$ cat src/rtl/mem_bus_arbiter.sv
// Two-master round-robin arbiter and single-slave access sequencer with region/IO decode.
// Latency: grant at T, s_req at T+1, response at T+2+W (error access responds at T+1).
// Backpressure: one transaction outstanding; requests are held off (no gnt) until IDLE.
module mem_bus_arbiter #(
  parameter int unsigned WAIT_IMEM   = 1,
  parameter int unsigned WAIT_DMEM   = 2,
  parameter int unsigned WAIT_PERIPH = 1,
  parameter int unsigned WAIT_IO     = 0
) (
  input  logic        clk,
  input  logic        rst,
  input  logic        m0_req,
  input  logic [15:0] m0_addr,
  input  logic        m0_we,
  input  logic [31:0] m0_wdata,
  input  logic [3:0]  m0_be,
  output logic        m0_gnt,
  output logic        m0_rvalid,
  output logic [31:0] m0_rdata,
  output logic        m0_err,
  input  logic        m1_req,
  input  logic [15:0] m1_addr,
  input  logic        m1_we,
  input  logic [31:0] m1_wdata,
  input  logic [3:0]  m1_be,
  output logic        m1_gnt,
  output logic        m1_rvalid,
  output logic [31:0] m1_rdata,
  output logic        m1_err,
  output logic        s_req,
  output logic [15:0] s_addr,
  output logic        s_we,
  output logic [31:0] s_wdata,
  output logic [3:0]  s_be,
  output logic [1:0]  s_region,
  output logic [2:0]  s_io,
  input  logic [31:0] s_rdata
);

  typedef enum logic [1:0] {IDLE, ACCESS, WAIT, RESP} state_t;

  state_t      state, state_nxt;
  logic        any_req, pick, last;
  logic        take;
  logic [15:0] sel_addr, cap_addr;
  logic        sel_we, cap_we, owner;
  logic [31:0] cap_wdata, rdata_q, resp_data;
  logic [3:0]  cap_be, cnt, wait_w;
  logic [1:0]  sel_region, region_q;
  logic [2:0]  sel_io, io_q;
  logic        sel_err, err_q, resp;

  function automatic logic [1:0] region_of(input logic [15:0] a);
    case (a[15:12])
      4'h0, 4'h1: region_of = 2'd1;
      4'h2, 4'h3: region_of = 2'd2;
      4'h4:       region_of = 2'd3;
      default:    region_of = 2'd0;
    endcase
  endfunction

  function automatic logic [2:0] io_of(input logic [15:0] a);
    case (a[15:4])
      12'h781: io_of = 3'd1;
      12'h780: io_of = 3'd2;
      12'h703: io_of = 3'd3;
      12'h702: io_of = 3'd4;
      12'h701: io_of = 3'd5;
      12'h700: io_of = 3'd6;
      default: io_of = 3'd0;
    endcase
  endfunction

  // last = 1 means m1 won the previous grant, so m0 wins the next tie.
  assign any_req    = m0_req | m1_req;
  assign pick       = m1_req & (~m0_req | ~last);
  assign sel_addr   = pick ? m1_addr : m0_addr;
  assign sel_we     = pick ? m1_we : m0_we;
  assign sel_region = region_of(sel_addr);
  assign sel_io     = io_of(sel_addr);
  assign sel_err    = ((sel_region == 2'd0) && (sel_io == 3'd0)) || (sel_we && (sel_region == 2'd1));

  // Wait-state count for the captured access.
  always_comb begin
    wait_w = 4'd0;
    case (region_q)
      2'd1:    wait_w = 4'(WAIT_IMEM);
      2'd2:    wait_w = 4'(WAIT_DMEM);
      2'd3:    wait_w = 4'(WAIT_PERIPH);
      default: wait_w = (io_q != 3'd0) ? 4'(WAIT_IO) : 4'd0;
    endcase
  end

  // State register.
  always_ff @(posedge clk) begin
    if (rst) state <= IDLE;
    else     state <= state_nxt;
  end

  // Next-state logic; error accesses skip straight to the response.
  always_comb begin
    state_nxt = state;
    take      = 1'b0;
    case (state)
      IDLE: begin
        if (any_req) begin
          take      = 1'b1;
          state_nxt = sel_err ? RESP : ACCESS;
        end
      end
      ACCESS:  state_nxt = (wait_w != 4'd0) ? WAIT : RESP;
      WAIT:    state_nxt = (cnt == 4'd1) ? RESP : WAIT;
      RESP:    state_nxt = IDLE;
      default: state_nxt = IDLE;
    endcase
  end

  // Capture on grant, count wait states, sample read data on the last access cycle.
  always_ff @(posedge clk) begin
    if (rst) begin
      last      <= 1'b1;
      owner     <= 1'b0;
      cap_addr  <= '0;
      cap_we    <= 1'b0;
      cap_wdata <= '0;
      cap_be    <= '0;
      region_q  <= '0;
      io_q      <= '0;
      err_q     <= 1'b0;
      cnt       <= '0;
      rdata_q   <= '0;
    end else begin
      if (take) begin
        last      <= pick;
        owner     <= pick;
        cap_addr  <= sel_addr;
        cap_we    <= sel_we;
        cap_wdata <= pick ? m1_wdata : m0_wdata;
        cap_be    <= pick ? m1_be : m0_be;
        region_q  <= sel_region;
        io_q      <= sel_io;
        err_q     <= sel_err;
      end
      if (state == ACCESS) begin
        cnt <= wait_w;
        if (wait_w == 4'd0) rdata_q <= s_rdata;
      end
      if (state == WAIT) begin
        cnt <= cnt - 4'd1;
        if (cnt == 4'd1) rdata_q <= s_rdata;
      end
    end
  end

  // Strobes are suppressed while reset is asserted so an in-flight access is dropped.
  assign m0_gnt    = take & ~pick & ~rst;
  assign m1_gnt    = take & pick & ~rst;
  assign s_req     = (state == ACCESS) & ~rst;
  assign s_addr    = cap_addr;
  assign s_we      = cap_we & s_req;
  assign s_wdata   = cap_wdata;
  assign s_be      = s_req ? cap_be : 4'd0;
  assign s_region  = region_q;
  assign s_io      = io_q;
  assign resp      = (state == RESP) & ~rst;
  assign resp_data = (cap_we | err_q) ? 32'd0 : rdata_q;
  assign m0_rvalid = resp & ~owner;
  assign m1_rvalid = resp & owner;
  assign m0_rdata  = m0_rvalid ? resp_data : 32'd0;
  assign m1_rdata  = m1_rvalid ? resp_data : 32'd0;
  assign m0_err    = m0_rvalid & err_q;
  assign m1_err    = m1_rvalid & err_q;

endmodule

$ cat config.mk
export PLATFORM = sky130hd
export DESIGN_NAME = mem_bus_arbiter
export DESIGN_NICKNAME = d
export VERILOG_FILES = /design/src/rtl/mem_bus_arbiter.sv
export SDC_FILE = /design/constraint.sdc
export NUM_CORES = 1
export LEC_CHECK = 0
export BUFFER_PORTS_ARGS = -buffer_cell sky130_fd_sc_hd__buf_2
export CORE_MARGIN = 5
export CORE_UTILIZATION = 47
export DETAILED_ROUTE_END_ITERATION = 12
export PLACE_DENSITY = 0.9
export REMOVE_ABC_BUFFERS = 1
export SKIP_CTS_REPAIR_TIMING = 1
export SLEW_MARGIN = 20
export SYNTH_ARGS = -nofsm -noshare
export SYNTH_HDL_FRONTEND = slang
export SYNTH_SLANG_ARGS = --single-unit
$ cat constraint.sdc
create_clock -name clk -period 2.6 [get_ports clk]
set_input_delay 0 -clock clk [delete_from_list [all_inputs] [get_ports clk]]
set_output_delay 0 -clock clk [all_outputs]
set_load 0.02 [all_outputs]
==> results of run 1 <==
[cell usage in the layout (no fill, tap or decap), types with 3 or more instances in the layout]
cell / instances
buf_4: 13
a21oi_1: 39
nor3_1: 5
diode_2: 3
nor2b_1: 3
a22oi_1: 19
ha_1: 6
a311oi_1: 9
nor2_1: 41
dfxtp_1: 99
nand3_1: 3
nand2_1: 87
inv_1: 29
and2_1: 71
dlygate4sd3_1: 97
clkbuf_8: 10
nand2b_1: 3
mux2i_1: 5
o21ai_0: 8
a211oi_1: 7
a222oi_1: 22
a32o_1: 21
buf_2: 270
[synth_stat cells (7+ instances only)]
master	n
dfxtp_1	99
nand2_1	87
and2_1	71
nor2_1	42
a21oi_1	39
inv_1	29
clkbuf_1	24
a222oi_1	22
a32o_1	21
a22oi_1	19
buf_2	15
a311oi_1	9
o21ai_0	8
a211oi_1	7
buf_1	7
[flip-flops by register name, summed over array words and instances (netlist names)]
register and cells:
cap_be 4, cap_we 1, cnt 4, err_q 1
last 1, owner 1, rdata_q 32, s_addr 16
s_io 3, s_region 2, s_wdata 32, state 2
[layout make-up]
class	instances	area, um^2
fill	706	2479
antenna	3	7.507
inverter	30	112.6
sequential	99	1982
multi-input combinational	386	2415
clock inverter	6	55.05
tap	133	166.4
timing repair buffer	380	2420
clock buffer	10	137.6
[power breakdown]
group | switching (mW) | leakage [nW] | internal (mW)
sequential | 0.291 | 0.812 | 1.94
combinational | 1.44 | 2.72 | 0.931
clock | 0.586 | 0.0934 | 0.395
total | 2.32 | 3.62 | 3.27
[cell families after synthesis]
kind of cell / synth area share (%)
adder cells (fa/ha/maj): 1.597
flip-flops: 42.15
multiplexers: 1.304
buffers and inverters: 6.706
AND/OR/NAND/NOR: 24.72
AO/OA/AOI/OAI: 23.52
[worst reg2reg max path, stage by stage, from the launching register on]
cell           delay, ns
dfxtp_1             0.35
inv_1               0.09
ha_1                0.33
o21a_1              0.21
buf_4               0.30
nor2_1              0.10
a311oi_1            0.28
dlygate4sd3_1       0.58
[routing by layer]
layer,vias to the layer above,global-route usage (%)
met5,-,0
met4,0,6.857
met3,47,6.523
met2,321,39.38
met1,2638,25.83
li1,2670,-
[through the flow]
step	utilization (%)	hold WS [ns]	instances	cell area, um^2	setup WS (ns)
after detailed placement	62.66	0.2292	931	6125	0.5941
after floorplan	-	0.06907	515	4499	-0.3449
after global routing	74.56	-0.002943	1044	7288	0.1891
after CTS	64.63	-0.1624	947	6317	0.4702
final	74.64	-0.01190	1047	7296	0.3157
after global placement	62.66	0.2239	931	6125	0.7061
[path summary, 6_finish.rpt]
check,from,end,cells past startpoint
setup / recovery,state[0],s_addr[9],7
hold reg to reg,s_io[1],s_io[1],2
hold / removal,m1_wdata[27],s_wdata[27],4
setup reg to reg,state[0],s_addr[9],7
==> results.md, run 1 <==
* Outcome: finished, violations left
* Failing checks: negative hold slack
* Final period util at about 90%
* Die W at roughly 110 um
* Met2 wire length at 8.745 mm
* 1st-iter DRT viols at roughly 460
* Leak pwr at approximately 3.6 nW
* CP Cell Sequence: inv_1 -> ha_1 -> o21a_1 -> buf_4 -> nor2_1 -> a311oi_1 -> dlygate4sd3_1
* RSZ-0062 raised after global routing: false
* Area Growth Syn to Fin at 55.16%
* Crit-path leading delay family: buffers and inverters
* Buf/Inv on CP at 3
* Max-slew violations at 0
* Antenna viol nets, final at 0
* Starting Density at 48.11%
* Routed vias/inst at between 5 and 6
* Post-synth top area cell: dfxtp_1
* Worst EP arrival at around 2.6 ns
* Max Root-Sink Buffers at 2
* DIE HEIGHT at roughly 110 um
* IO Port Bufs at between 200 and 300
* GRT Overall Usage at around 22%
* Ys Warns at 0
* Asr flop ratio synth at 0%
* Required @ worst endpoint at 2.90 ns
* Core Region at a little under 0.01 mm^2
* CTS tree: done
* Number of distinct library cells after synthesis at 48
* Residual DRC at 0
* Syn Inst Count at approximately 560
* Clock transition at path regs at between 0.1 and 0.15 ns
* GPL Wtd Cong at 0.8770
* Clock Tree Root: clkbuf_8
* Final nets at 1054
* Met3 WL at around 1.6 mm
* Min cycle time layout at approximately 2.3 ns
* Hold Path Class: in -> reg
* Slew at the pin closest to its max-slew limit at 1.051 ns
* Hold WS at -0.01190 ns
* WL final at roughly 18 mm
* CP Capture Type: flop
* Crit-path slowest cell: dlygate4sd3_1
* # setup viols final at 0
* Ratio of cells with drive above 1 in the final layout at between 30% and 40%
* Max Clock Skew at between 0.01 and 0.015 ns
* Die area at roughly 0.012 mm^2
* VDD IR max at slightly above 0.0006 V
* CP Max Fanout at 30
* H-Tree Level Count at 3
* Top cells by area, synth: dfxtp_1 42%, and2_1 9.4%, nand2_1 6.9%
* Post-synth EDFFs at 0
* Final hold vios at 5
* First-pass GRT wire length at roughly 22 mm
* PwrDens at 765.4 mW/mm^2
* Area fraction of the dominant cell type after synthesis at a little over two fifths
* Max-cap viol count at 0
* Setup CP Type: reg -> reg
* Via count of the first global-routing pass at 4668
* Register area share after synthesis at about 42%
* CTS sink count at between 90 and 100
* Routed vias at between 5000 and 6000
* Fmax achieved at ~440 MHz
* Placed wire-length estimate at around 11 mm
* Cell Rows at 36
* Setup TNS Final at 0 ns
* DR top layer: met4
* WL met1 at between 6 and 7 mm
* TritonRoute pass-1 iters at 8
* Initial antenna violation count at 0
* Max incr delay on CP at roughly 0.58 ns
* Clock latency on the worst-skew pair at roughly 0.36 ns
* WL/cell at ~17 um
* Avg Cell Area, Syn at around 8.4 um^2
* Total grt overflow at 0
* CP Launch Type: flop
* Total CTS buffers at 9
* R2r setup slk at around 0.32 ns
* IO Pins at ~270
* Mapped cell area at ~0.0047 mm^2
* Seq cells post-synth at 99
* Ys flop type: dfxtp_1
* Pin count of the biggest net entering global routing at 43
* PnR Total Power at ~5.6 mW
* Worst slew margin at ~30%
No activity file was read; power rests on OpenSTA's default activity.
==> run 2: changes to the inputs <==
- CORE_ASPECT_RATIO: default -> 0.8
==> results.md, run 2 (synthesis results as in run 1) <==
* Outcome: completed
* 1st-iter DRT viols at 547 (+18%)
* Post-Layout Cell Count at 1046 (-0.096%)
* CP Launch Point: state[0]
* Max Clock Skew at 0.008338 ns (-0.004706 ns)
* WP depth at 9 (+2)
* Hold WS at 0.02645 ns (+0.03834 ns)
* Area of the multi-input gates at 0.002412 mm^2 (-0.10%)
* WL final at 17.83 mm (+1.5%)
* Residual DRC at 0 (unchanged)
* CP Cell Sequence: inv_1 -> ha_1 -> buf_4 -> nor2b_1 -> and2_0 -> buf_4 -> a222oi_1 -> dlygate4sd3_1 -> inv_1
* Crit-path slowest cell: dlygate4sd3_1
* Area Growth Syn to Fin at 58.28%
* Design Area, Final at 0.007442 mm^2 (+2.0%)
* Routed vias/inst at 5.437 (+0.29%)
* Clock latency on the worst-skew pair at 0.33 ns (-0.03 ns)
* DIE HEIGHT at 99.46 um (-9.6%)
* Antenna viol nets, final at 0 (unchanged)
* H-Tree Level Count at 3 (unchanged)
* Die W at 121.8 um (+11%)
* IO Pins at 271 (unchanged)
* Buf/Inv on CP at 5 (+2)
* Worst slew margin at 52.29% (+22 points)
* Final hold vios at 0 (-5)
* Ratio of cells with drive above 1 in the final layout at 34.40% (+0.038 points)
* Max-slew violations at 0 (unchanged)
* Max Root-Sink Buffers at 2 (unchanged)
* Max incr delay on CP at 0.60 ns (+0.02 ns)
* PnR Total Power at 6.196 mW (+11%)
* WL/cell at 17.04 um (+1.6%)
* GPL Wtd Cong at 0.8353 (-4.8%)
* Min cycle time layout at 2.535 ns (+0.2504 ns)
* Worst R2R End: s_wdata[2]
* Fmax achieved at 394.5 MHz (-9.9%)
* Clock transition at path regs at 0.07 ns (-0.04 ns)
* Total CTS buffers at 9 (unchanged)
* Slew at the pin closest to its max-slew limit at 0.7156 ns (-0.3357 ns)
* Layout Utilization at 76.81% (+2.2 points)
* Die area at 0.01212 mm^2 (+0.10%)
* Cell Rows at 32 (-11%)
* DP Cell Count at 936 (+0.54%)
* Clock Tree Root: clkbuf_16
* Total grt overflow at 0 (unchanged)
* # fillers at 641 (-9.2%)
* TritonRoute pass-1 iters at 8 (unchanged)
* CTS sink count at 99 (unchanged)
* Initial antenna violation count at 0 (unchanged)
* CP Max Fanout at 24 (-20%)
* Final period util at 97.49% (+9.6 points)
* CTS tree: done
* Final nets at 1054 (unchanged)
* Core Region at 0.009689 mm^2 (-0.87%)
* GRT Overall Usage at 22.29% (+0.024 points)
* Hold Path Class: in -> reg
* Max-cap viol count at 0 (unchanged)
* Placed wire-length estimate at 10.75 mm (+0.31%)
* Starting Density at 48.53% (+0.42 points)
* Commonest non-fill, non-tap cell in the layout: buf_2
* Crit-path leading delay family: buffers and inverters
* Reg2reg start: state[0]
* R2r worst-path depth at 9 (+2)
* CP Launch Type: flop
* Routed vias at 5687 (+0.19%)
* Antenna diode count at 0 (-3)
* # setup viols final at 0 (unchanged)
* Most frequent cells in the layout: 270 x buf_2, 99 x dfxtp_1, 95 x dlygate4sd3_1, 87 x nand2_1, 71 x and2_1
* Leak pwr at 3.699 nW (+2.1%)
* VDD IR max at 0.0005647 V (-6.7%)
* IO Port Bufs at 270 (unchanged)
* Via count of the first global-routing pass at 4720 (+1.1%)
* Required @ worst endpoint at 2.83 ns (-0.07 ns)
* Area after DPL at 0.006141 mm^2 (+0.27%)
* Worst EP arrival at 2.77 ns (+0.18 ns)
* Reg area at 0.001982 mm^2 (unchanged)
* CP Capture Point: s_wdata[2]
* Setup CP Type: reg -> reg
* Pin count of the biggest net entering global routing at 33 (-23%)
* PwrDens at 832.6 mW/mm^2 (+8.8%)
* R2r setup slk at 0.07 ns (-0.25 ns)
* First-pass GRT wire length at 22.44 mm (+3.5%)
* CP Capture Type: flop
run 2: cell types whose count changed in the layout (fill, tap and decap cells not counted), sizes merged:
cell,before,now
clkinvlp,2,1
buf,283,285
inv,34,30
dlygate4sd3,97,95
clkbuf,10,11
diode,3,0
bufinv,0,3
run 2: metrics by stage:
stage | setup TNS [ns] | setup WS (ns)
final | 0 | 0.06538
after global placement | 0 | 0.7727
after detailed placement | 0 | 0.6386
after global routing | -0.02721 | -0.02721
after floorplan | -7.589 | -0.3449
after CTS | 0 | 0.5195
run 2: area by class of cell:
type / instances / share of cell area (%)
clock buffers: 11 / 3.396
clock inverters: 4 / 1.311
inverters: 30 / 1.513
multi-input cells: 386 / 32.41
flip-flops and latches: 99 / 26.63
well taps: 136 / 2.286
repair buffers: 380 / 32.45
run 2: worst min-delay path by stage:
stage | end | cells after the start | start
after global placement | cap_be[1] | 3 | m1_be[1]
after CTS | s_wdata[29] | 3 | m1_wdata[29]
after detailed placement | s_wdata[8] | 3 | m1_wdata[8]
final | s_wdata[17] | 4 | m1_wdata[17]
after global routing | s_wdata[25] | 4 | m1_wdata[25]
after floorplan | cnt[3] | 1 | rst
run 2: layer usage:
layer / routed length [um] / vias up / global-route usage, %
li1: - / 2664 / -
met1: 6782 / 2640 / 28.29
met2: 9000 / 349 / 37.99
met3: 1672 / 34 / 5.969
met4: 371 / 0 / 5.082
met5: 0 / - / 0
run 2: report_power, final:
group	total, mW	internal (mW)	switching, mW	leakage [nW]
Combinational	2.41	0.949	1.46	2.72
Clock	1.55	0.988	0.558	0.168
Sequential	2.24	1.94	0.293	0.812
run 2: worst register-to-register path, delay by kind of cell (launching register included):
kind / cells / cell delay [ns]
AO/OA/AOI/OAI: 1 / 0.33
adder cells (fa/ha/maj): 1 / 0.23
buffers and inverters: 5 / 1.14
flip-flops: 1 / 0.39
AND/OR/NAND/NOR: 2 / 0.35
==> run 3: changes to the inputs <==
- HOLD_SLACK_MARGIN: default -> 0.05
- PLACE_DENSITY: 0.9 -> 0.84
==> results.md, run 3 (synthesis results as in run 1) <==
* Outcome: completed
* Worst slew margin at 49.18% (-3.1 points)
* Max-slew violations at 0 (unchanged)
* Most frequent cells in the layout: 270 x buf_2, 99 x dfxtp_1, 97 x dlygate4sd3_1, 87 x nand2_1, 71 x and2_1
* CP Max Fanout at 24 (unchanged)
* Crit-path slowest cell: dlygate4sd3_1
* Max Root-Sink Buffers at 2 (unchanged)
* Hold Path Class: in -> reg
* First-pass GRT wire length at 23.33 mm (+4.0%)
* Final period util at 99.63% (+2.1 points)
* Cell Rows at 32 (unchanged)
* DIE HEIGHT at 99.46 um (unchanged)
* CP Launch Type: flop
* Pin count of the biggest net entering global routing at 33 (unchanged)
* VDD IR max at 0.0005650 V (about the same)
* Clock transition at path regs at 0.07 ns (about the same)
* Antenna viol nets, final at 0 (unchanged)
* Initial antenna violation count at 0 (unchanged)
* Via count of the first global-routing pass at 4828 (+2.3%)
* IO Pins at 271 (unchanged)
* Area Growth Syn to Fin at 57.02%
* Worst EP arrival at 2.82 ns (+0.05 ns)
* CTS tree: done
* Slew at the pin closest to its max-slew limit at 0.7623 ns (+0.04667 ns)
* Clock Tree Root: clkbuf_16
* Total CTS buffers at 9 (unchanged)
* Max Clock Skew at 0.006851 ns (-0.001488 ns)
* R2r worst-path depth at 8 (-1)
* Most frequent cell on the critical path: inv_1
* Leak pwr at 3.664 nW (-0.95%)
* Layout Utilization at 76.20% (-0.61 points)
* Total grt overflow at 0 (unchanged)
* Setup TNS Final at 0 ns (unchanged)
* GRT Overall Usage at 23.23% (+0.94 points)
* WL/cell at 17.39 um (+2.0%)
* Min cycle time layout at 2.590 ns (+0.05573 ns)
* PwrDens at 801.4 mW/mm^2 (-3.8%)
* Residual DRC at 0 (unchanged)
* Max-cap viol count at 0 (unchanged)
* CTS sink count at 99 (unchanged)
* CP Capture Type: flop
* Commonest non-fill, non-tap cell in the layout: buf_2
* Core Region at 0.009689 mm^2 (unchanged)
* 1st-iter DRT viols at 568 (+3.8%)
* PnR Total Power at 5.917 mW (-4.5%)
* Die W at 121.8 um (unchanged)
* Required @ worst endpoint at 2.83 ns (about the same)
* Final nets at 1054 (unchanged)
* Fmax achieved at 386.0 MHz (-2.2%)
* CP Cell Sequence: inv_1 -> ha_1 -> nor2b_1 -> and2_0 -> buf_4 -> a222oi_1 -> dlygate4sd3_1 -> inv_1
* Clock latency on the worst-skew pair at 0.34 ns (about the same)
* WL final at 18.24 mm (+2.3%)
* Placed wire-length estimate at 11.16 mm (+3.8%)
* Starting Density at 48.53% (unchanged)
* Max incr delay on CP at 0.61 ns (about the same)
* Die area at 0.01212 mm^2 (unchanged)
* WHS Path Cells at 4 (unchanged)
* # setup viols final at 0 (unchanged)
* Final hold vios at 0 (unchanged)
* H-Tree Level Count at 3 (unchanged)
* Routed vias at 5719 (+0.56%)
* TritonRoute pass-1 iters at 6 (-2)
* Ratio of cells with drive above 1 in the final layout at 34.14% (-0.26 points)
* GPL Wtd Cong at 0.8435 (+0.98%)
* R2r setup slk at 0.01 ns (-0.06 ns)
* Setup CP Type: reg -> reg
* IO Port Bufs at 270 (unchanged)
* Routed vias/inst at 5.452 (+0.28%)
run 3: changes by cell type in the layout (fill, tap and decap cells not counted):
cell           before  now
clkinvlp_4          1    2
dlygate4sd3_1      95   97
bufinv_16           3    0
clkbuf_1            0    1
clkinv_2            0    2
buf_4              15   13
diode_2             0    2
run 3: critical path: cells and delay by family (launching register included):
| family | cells | cell delay, ns |
|---|---|---|
| and+or+nand+nor | 2 | 0.43 |
| DFF | 1 | 0.38 |
| adders and majority gates | 1 | 0.38 |
| AOI/OAI and AO/OA | 1 | 0.31 |
| buffers and inverters | 4 | 0.96 |
run 3: per-layer routing:
layer	vias to the layer above	wire (um)	global-route usage, %	part of all wire (%)
met4	0	585	7.063	3.2
li1	2670	-	-	-
met3	60	1813	6.993	9.9
met2	361	9223	40.87	51
met1	2628	6616	27.22	36
met5	-	0	0	0
run 3: final timing paths:
path	start	to
min	m1_wdata[22]	s_wdata[22]
max reg2reg	state[0]	s_wdata[1]
min reg2reg	rdata_q[26]	rdata_q[26]
max	state[0]	s_wdata[1]
run 3: layout make-up:
| type | count | area, um^2 |
|---|---|---|
| inverter | 30 | 112.6 |
| timing repair buffer | 380 | 2420 |
| clock buffer | 12 | 256.5 |
| clock inverter | 4 | 25.02 |
| fill | 652 | 2306 |
| tap | 136 | 170.2 |
| antenna | 2 | 5.005 |
| multi-input combinational | 386 | 2412 |
| sequential | 99 | 1982 |
run 3: power breakdown:
group	switching, mW	total (mW)	internal, mW
Combinational	1.47	2.42	0.950
Clock	0.558	1.26	0.698
Sequential	0.295	2.24	1.94
run 3: per-stage QoR:
step                hold WS [ns]  cells  cell area [um^2]  worst slack [ns]
floorplan                0.06907    515              4499           -0.3449
global placement          0.2212    934              6126            0.7360
detailed placement        0.2293    934              6126            0.5983
CTS                      -0.1277    950              6407            0.4110
global route             0.06565   1047              7378           -0.1260
finish                   0.03418   1049              7383          0.009645
